**src/rtl/id_ex_stage_reg.sv**
```systemverilog
// -----------------------------------------------------------------------------
// id_ex_stage_reg
// ID/EX pipeline register of the 5-stage MIPS core. It latches decoded operands
// and control every cycle, supports hold (stall) and bubble insertion (flush),
// forwards EX/MEM and MEM/WB results into the ALU operands, and raises a
// combinational load-use hazard request towards the ID stage.
//
// Build option:
//   ID_EX_FWD_EN  defined   -> forwarding muxes active on both operands.
//                 undefined -> operands taken straight from the latched
//                              register-file data; the hazard output also
//                              interlocks on any pending register write
//                              (full interlock), and the exmem*/memwb*
//                              inputs are ignored.
//
// Ports:
//   clk__i, rst__i               clock (rising edge), async active-high reset
//   stall__i, flush__i           hold contents / insert bubble (flush wins)
//   valid__i                     ID stage holds a real instruction
//   rsData__i, rtData__i, imm__i register-file data and sign-extended imm
//   rsAddr__i, rtAddr__i, rdAddr__i  source/dest register numbers
//   ALUCtrl__i, ALUSrc__i, RegDst__i, RegWrite__i, MemRead__i,
//   MemWrite__i, MemToReg__i     decoded control
//   exmem*__i, memwb*__i         forwarding sources
//   dataA__o, dataB__o           ALU operands
//   storeData__o                 forwarded rt value for stores
//   ALUCtrl__o, writeReg__o      registered ALU op, destination register
//   RegWrite__o, MemRead__o, MemWrite__o, MemToReg__o, valid__o
//   loadUseHazard__o             combinational stall request to ID
// -----------------------------------------------------------------------------
module id_ex_stage_reg #(
   parameter int DATA_W     = 32,
   parameter int REG_ADDR_W = 5
) (
   input  logic                  clk__i,
   input  logic                  rst__i,
   input  logic                  stall__i,
   input  logic                  flush__i,
   input  logic                  valid__i,
   input  logic [DATA_W-1:0]     rsData__i,
   input  logic [DATA_W-1:0]     rtData__i,
   input  logic [DATA_W-1:0]     imm__i,
   input  logic [REG_ADDR_W-1:0] rsAddr__i,
   input  logic [REG_ADDR_W-1:0] rtAddr__i,
   input  logic [REG_ADDR_W-1:0] rdAddr__i,
   input  logic [2:0]            ALUCtrl__i,
   input  logic                  ALUSrc__i,
   input  logic                  RegDst__i,
   input  logic                  RegWrite__i,
   input  logic                  MemRead__i,
   input  logic                  MemWrite__i,
   input  logic                  MemToReg__i,
   input  logic                  exmemRegWrite__i,
   input  logic [REG_ADDR_W-1:0] exmemRd__i,
   input  logic [DATA_W-1:0]     exmemResult__i,
   input  logic                  memwbRegWrite__i,
   input  logic [REG_ADDR_W-1:0] memwbRd__i,
   input  logic [DATA_W-1:0]     memwbResult__i,
   output logic [DATA_W-1:0]     dataA__o,
   output logic [DATA_W-1:0]     dataB__o,
   output logic [DATA_W-1:0]     storeData__o,
   output logic [2:0]            ALUCtrl__o,
   output logic [REG_ADDR_W-1:0] writeReg__o,
   output logic                  RegWrite__o,
   output logic                  MemRead__o,
   output logic                  MemWrite__o,
   output logic                  MemToReg__o,
   output logic                  valid__o,
   output logic                  loadUseHazard__o
);

   localparam logic [REG_ADDR_W-1:0] ZERO_REG = '0;

   // ---------------------------------------------------------------------
   // Stored fields
   // ---------------------------------------------------------------------
   logic                  r_valid;
   logic [DATA_W-1:0]     r_rs_data;
   logic [DATA_W-1:0]     r_rt_data;
   logic [DATA_W-1:0]     r_imm;
   logic [REG_ADDR_W-1:0] r_rs_addr;
   logic [REG_ADDR_W-1:0] r_rt_addr;
   logic [REG_ADDR_W-1:0] r_rd_addr;
   logic [2:0]            r_alu_ctrl;
   logic                  r_alu_src;
   logic                  r_reg_dst;
   logic                  r_reg_write;
   logic                  r_mem_read;
   logic                  r_mem_write;
   logic                  r_mem_to_reg;

   // Priority: reset > flush > stall > load. A bubble only needs its
   // side-effecting control cleared; operand and address fields are left as
   // they were since nothing downstream consumes them while valid is low.
   always_ff @(posedge clk__i or posedge rst__i) begin
      if (rst__i) begin
         r_valid      <= 1'b0;
         r_rs_data    <= '0;
         r_rt_data    <= '0;
         r_imm        <= '0;
         r_rs_addr    <= '0;
         r_rt_addr    <= '0;
         r_rd_addr    <= '0;
         r_alu_ctrl   <= 3'd0;
         r_alu_src    <= 1'b0;
         r_reg_dst    <= 1'b0;
         r_reg_write  <= 1'b0;
         r_mem_read   <= 1'b0;
         r_mem_write  <= 1'b0;
         r_mem_to_reg <= 1'b0;
      end else if (flush__i) begin
         r_valid      <= 1'b0;
         r_alu_ctrl   <= 3'd0;
         r_alu_src    <= 1'b0;
         r_reg_dst    <= 1'b0;
         r_reg_write  <= 1'b0;
         r_mem_read   <= 1'b0;
         r_mem_write  <= 1'b0;
         r_mem_to_reg <= 1'b0;
      end else if (!stall__i) begin
         r_valid      <= valid__i;
         r_rs_data    <= rsData__i;
         r_rt_data    <= rtData__i;
         r_imm        <= imm__i;
         r_rs_addr    <= rsAddr__i;
         r_rt_addr    <= rtAddr__i;
         r_rd_addr    <= rdAddr__i;
         // An empty ID slot must not carry stray control into EX.
         r_alu_ctrl   <= valid__i ? ALUCtrl__i  : 3'd0;
         r_alu_src    <= valid__i & ALUSrc__i;
         r_reg_dst    <= valid__i & RegDst__i;
         r_reg_write  <= valid__i & RegWrite__i;
         r_mem_read   <= valid__i & MemRead__i;
         r_mem_write  <= valid__i & MemWrite__i;
         r_mem_to_reg <= valid__i & MemToReg__i;
      end
   end

   // ---------------------------------------------------------------------
   // Operand selection
   // ---------------------------------------------------------------------
   logic [REG_ADDR_W-1:0] w_write_reg;
   logic [DATA_W-1:0]     w_fwd_a;
   logic [DATA_W-1:0]     w_fwd_b;
   logic                  w_load_use;
   logic                  w_raw_interlock;

   assign w_write_reg = r_reg_dst ? r_rd_addr : r_rt_addr;

`ifdef ID_EX_FWD_EN
   logic w_ex_a_hit;
   logic w_ex_b_hit;
   logic w_wb_a_hit;
   logic w_wb_b_hit;

   // Register 0 is hard-wired to zero, so a write to it is never forwarded.
   assign w_ex_a_hit = exmemRegWrite__i & (exmemRd__i != ZERO_REG) & (exmemRd__i == r_rs_addr);
   assign w_ex_b_hit = exmemRegWrite__i & (exmemRd__i != ZERO_REG) & (exmemRd__i == r_rt_addr);
   assign w_wb_a_hit = memwbRegWrite__i & (memwbRd__i != ZERO_REG) & (memwbRd__i == r_rs_addr);
   assign w_wb_b_hit = memwbRegWrite__i & (memwbRd__i != ZERO_REG) & (memwbRd__i == r_rt_addr);

   // EX/MEM holds the younger result, so it takes precedence over MEM/WB.
   always_comb begin
      w_fwd_a = r_rs_data;
      if (w_ex_a_hit) begin
         w_fwd_a = exmemResult__i;
      end else if (w_wb_a_hit) begin
         w_fwd_a = memwbResult__i;
      end
   end

   always_comb begin
      w_fwd_b = r_rt_data;
      if (w_ex_b_hit) begin
         w_fwd_b = exmemResult__i;
      end else if (w_wb_b_hit) begin
         w_fwd_b = memwbResult__i;
      end
   end

   // With forwarding, only a load's data arrives too late for the next op.
   assign w_raw_interlock = 1'b0;
`else
   logic w_unused_fwd;

   assign w_fwd_a = r_rs_data;
   assign w_fwd_b = r_rt_data;

   // Forwarding sources are not consumed in this build.
   assign w_unused_fwd = ^{exmemRegWrite__i, exmemRd__i, exmemResult__i,
                           memwbRegWrite__i, memwbRd__i, memwbResult__i};

   // Without forwarding, any pending write that the next instruction reads
   // must stall ID until the value lands in the register file.
   assign w_raw_interlock = r_valid & r_reg_write & (w_write_reg != ZERO_REG) &
                            ((w_write_reg == rsAddr__i) | (w_write_reg == rtAddr__i));
`endif

   assign w_load_use = r_valid & r_mem_read & (r_rt_addr != ZERO_REG) &
                       ((r_rt_addr == rsAddr__i) | (r_rt_addr == rtAddr__i));

   // ---------------------------------------------------------------------
   // Outputs
   // ---------------------------------------------------------------------
   assign dataA__o         = w_fwd_a;
   assign dataB__o         = r_alu_src ? r_imm : w_fwd_b;
   assign storeData__o     = w_fwd_b;
   assign ALUCtrl__o       = r_alu_ctrl;
   assign writeReg__o      = w_write_reg;
   assign RegWrite__o      = r_reg_write;
   assign MemRead__o       = r_mem_read;
   assign MemWrite__o      = r_mem_write;
   assign MemToReg__o      = r_mem_to_reg;
   assign valid__o         = r_valid;
   assign loadUseHazard__o = w_load_use | w_raw_interlock;

endmodule

```
**config.mk**
```make
export PLATFORM = sky130hd
export DESIGN_NAME = id_ex_stage_reg
export DESIGN_NICKNAME = d
export VERILOG_FILES = /design/src/rtl/id_ex_stage_reg.sv
export SDC_FILE = /design/constraint.sdc
export NUM_CORES = 1
export LEC_CHECK = 0
export ABC_CLOCK_PERIOD_IN_PS = 4800
export CAP_MARGIN = 30
export CORE_MARGIN = 3
export CORE_UTILIZATION = 36
export DETAILED_ROUTE_END_ITERATION = 16
export PLACE_DENSITY = 0.79
export SLEW_MARGIN = 20
export SYNTH_ARGS = -nofsm -noshare
export SYNTH_HDL_FRONTEND = slang
export SYNTH_SLANG_ARGS = --single-unit
export TNS_END_PERCENT = 50
```
**constraint.sdc**
```tcl
create_clock -name clk__i -period 4.8 [get_ports clk__i]
set_clock_uncertainty 0.2 [all_clocks]
set_input_delay 0.96 -clock clk__i [delete_from_list [all_inputs] [get_ports clk__i]]
set_output_delay 0.96 -clock clk__i [all_outputs]
set_load 0.02 [all_outputs]
```
==> flow_metrics.py <==
metrics = {
    "logic_synthesis": {
        "synth_top_area_share_pct": 57.24,
        "syn-mean-instance-area_um2": 14.87,
        "yosysTopAreaCell": "dfrtp_1",
        "synth_warnings": 0,
        "synth_nets": 542,
        "synth-seq-area-share_pct": 57.24,
        "synthTopCellsByArea": "dfrtp_1, mux2_1, mux2_2",
        "netlist_instances": 341,
        "synth.distinct_cells": 27,
        "synth_seq_cells": 116,
        "syn_area_mm2": 0.005071,
    },
    "min_path": {
        "whs_path_depth": 1,
        "holdPathEnd": "r_imm[25]$_DFFE_PP0P_",
        "min_path_type": "flop to flop",
        "worstHoldStart": "r_imm[25]$_DFFE_PP0P_",
    },
    "timing": {
        "finalSetupViolations": 0,
        "drv_slew": 0,
        "final.min_clock_period_ns": 3.959,
        "relSlewSlack_pct": 37.05,
        "whs_ns": 0.2802,
        "setup_tns_ns": 0,
        "fin_crit_sh_pct": 82.49,
        "clock.fmax_ghz": 0.2526,
        "rsz0062_at_grt": "no",
        "final-hold-violation-count": 0,
        "tightestPinTransition_ns": 0.9442,
    },
    "setup_path": {
        "critPathLaunchType": "input port",
        "path_max_fanout": 3,
        "cp_cell_sequence": "clkdlybuf4s50_1, xnor2_1, nand3_1, nor3_1, a31oi_1, o22ai_1, clkdlybuf4s50_1",
        "cp_common_cell": "clkdlybuf4s50_1",
        "worstSetupPathType": "input port to output pin",
        "r2r-start": "r_alu_src$_DFFE_PP0P_",
        "cp.arrival_ns": 2.80,
        "worstSetupEndpointType": "output pin",
        "cp_top_family": "buffers and inverters",
        "cp.required_ns": 3.64,
        "slowest_stage": "clkdlybuf4s50_1",
        "path_buf_inv": 2,
        "rrSetupSlack_ns": 3.30,
        "r2r_end": "r_alu_src$_DFFE_PP0P_",
        "worstRegToRegCells": 2,
        "cpPeakStageDelay_ns": 0.62,
    },
    "clock_tree": {
        "ctsHoldBuffers": 0,
        "ctsRootBufferMaster": "clkbuf_16",
        "cts_setup_buffers": 0,
        "cts_max_level": 4,
        "clock_latency_ns": 0.40,
        "clockBufferDepth": 2,
        "cts_made_buffers": 17,
        "cts_sinks": 116,
        "cts_tree": "done",
        "clk_pin_slew_ns": 0.05,
        "ctsResizeCount": 0,
    },
    "die": {
        "dieArea_mm2": 0.01555,
        "die_y_um": 124.7,
        "die_w_um": 124.7,
        "rows": 42,
        "initial_core_util_pct": 37.55,
        "io_pins": 311,
        "coreArea_mm2": 0.01351,
    },
    "global_route": {
        "grt_overflow": 0,
        "antenna_found_initial": 0,
        "grt_pass1_vias": 4123,
        "grt_start_max_net_pins": 71,
        "groute.usage.overall_pct": 17.72,
        "grt_pass1_wl_um": 21800,
    },
    "outcome": {
        "status": "finished, final reports clean",
    },
    "place": {
        "gp_congestion": 0.7815,
        "dpl_cell_area_mm2": 0.007572,
        "port_buffers": 234,
        "dpl.hpwl_um": 9924,
    },
    "power_and_ir_drop": {
        "ir_drop_mv": 0.2653,
        "p_leak_uw": 0.003340,
        "powerDensity_mw_per_mm2": 418.1,
    },
    "job": {
        "drv_cap": 0,
    },
    "drt": {
        "drtPass1Iterations": 4,
        "drtAntennaViolNets": 0,
        "routedWlPerCell_um": 17.37,
        "drc": 0,
        "finalWirelength_um": 13340,
        "viasPerCell": 4.763,
        "num_vias": 3658,
        "drt-initial-drc-count": 133,
    },
    "final_layout": {
        "antennaDiodeCount": 0,
        "final_design_area_no_fill_mm2": 0.008234,
        "drive_gt1_share_pct": 13.01,
        "finalNetCount": 780,
        "area_growth_pct": 62.37,
    },
}
stage by stage:
| step | worst slack [ns] | power, uW | instances | util, % |
|---|---|---|---|---|
| 2_1_floorplan | 0.5676 | 1614 | 341 | - |
| 3_3_place_gp | 0.8503 | 2037 | 736 | 56.07 |
| 3_5_place_dp | 0.8577 | 2062 | 736 | 56.07 |
| 4_1_cts | 0.8431 | 3491 | 768 | 60.97 |
| 5_1_grt | 0.6942 | 3599 | 768 | 60.97 |
| 6_report | 0.8407 | 3442 | 768 | 60.97 |
cell type report:
class,count,area [um2]
Inverter,6,25.02
Clock inverter,15,236.5
Timing Repair Buffer,238,2372
Tap cell,176,220.2
Fill cell,1037,5271
Clock buffer,17,425.4
Multi-Input combinational cell,200,2051
Sequential cell,116,2904
cells by family (layout without fill, tap and decap cells):
kind of cell | Yosys count | count (layout) | share of synthesized area [%]
buffers and inverters | 25 | 276 | 2.467
flip-flops | 116 | 116 | 57.24
XOR/XNOR | 20 | 20 | 3.602
AO/OA/AOI/OAI | 15 | 15 | 2.073
multiplexers | 143 | 143 | 32.37
AND/OR/NAND/NOR | 22 | 22 | 2.245
cells in the final DEF (no fill, tap or decap):
cell type and count:
clkdlybuf4s50_1 234, dfrtp_1 115, mux2_1 106, mux2_2 32, clkbuf_16 17, xnor2_1 11
nor2_1 11, xor2_1 8, a22oi_1 8, bufinv_16 6, inv_1 5, clkinv_2 5
buf_4 4, mux2i_4 3, nand3_1 3, clkinvlp_4 3, mux2i_1 2, a31oi_1 2
nor3_1 2, a21oi_1 2, nor2_4 1, nor3_4 1, xor2_2 1, nor3_2 1
o311ai_1 1, or4_1 1, o211ai_1 1, o22ai_1 1, inv_4 1, nor2b_1 1
nand2_1 1, clkinv_4 1, dfrtp_2 1
worst max-delay path by stage:
| stage | to | slack, ns | startpoint | cells past startpoint |
|---|---|---|---|---|
| floorplan | ALUCtrl__o[0]$_DFFE_PP0P_ | 0.57 | rst__i | 1 |
| global placement | loadUseHazard__o | 0.85 | rtAddr__i[4] | 7 |
| detailed placement | loadUseHazard__o | 0.86 | rtAddr__i[0] | 7 |
| CTS | loadUseHazard__o | 0.84 | rtAddr__i[0] | 7 |
| global route | loadUseHazard__o | 0.69 | rsAddr__i[0] | 7 |
| finish | loadUseHazard__o | 0.84 | rtAddr__i[0] | 7 |
power by group:
part / total, uW / internal, uW / switching [uW]
sequential: 1210 / 1110 / 91.8
combinational: 830 / 458 / 372
clock: 1410 / 968 / 438
cell usage after synthesis (all sizes together):
master,instances
mux2,138
dfrtp,116
buf,12
nor2,12
xnor2,11
xor2,9
a22oi,8
clkbuf,7
inv,6
mux2i,5
nor3,4
nand3,3
a21oi,2
a31oi,2
nand2,1
nor2b,1
o211ai,1
o22ai,1
o311ai,1
or4,1
worst reg2reg max path: cells and delay by family, from the launching register on:
family	cells	cell delay [ns]
AO/OA/AOI/OAI	1	0.20
flip-flops	1	0.88
AND/OR/NAND/NOR	1	0.14
layer usage:
metal	track usage [%]	vias to the layer above	part of all wire, %
met5	0	-	0
met4	5.609	0	1.1
met3	8.834	13	10
met2	30.31	158	51
met1	19.17	1803	37
li1	-	1684	-
state kept, by name, indices dropped and copies added (netlist names), 3 cells and up:
register and count:
r_rt_addr 5, dataA__o 32, ALUCtrl__o 3, storeData__o 32, r_imm 32, r_rd_addr 5
(Power assumes the default switching activity.)
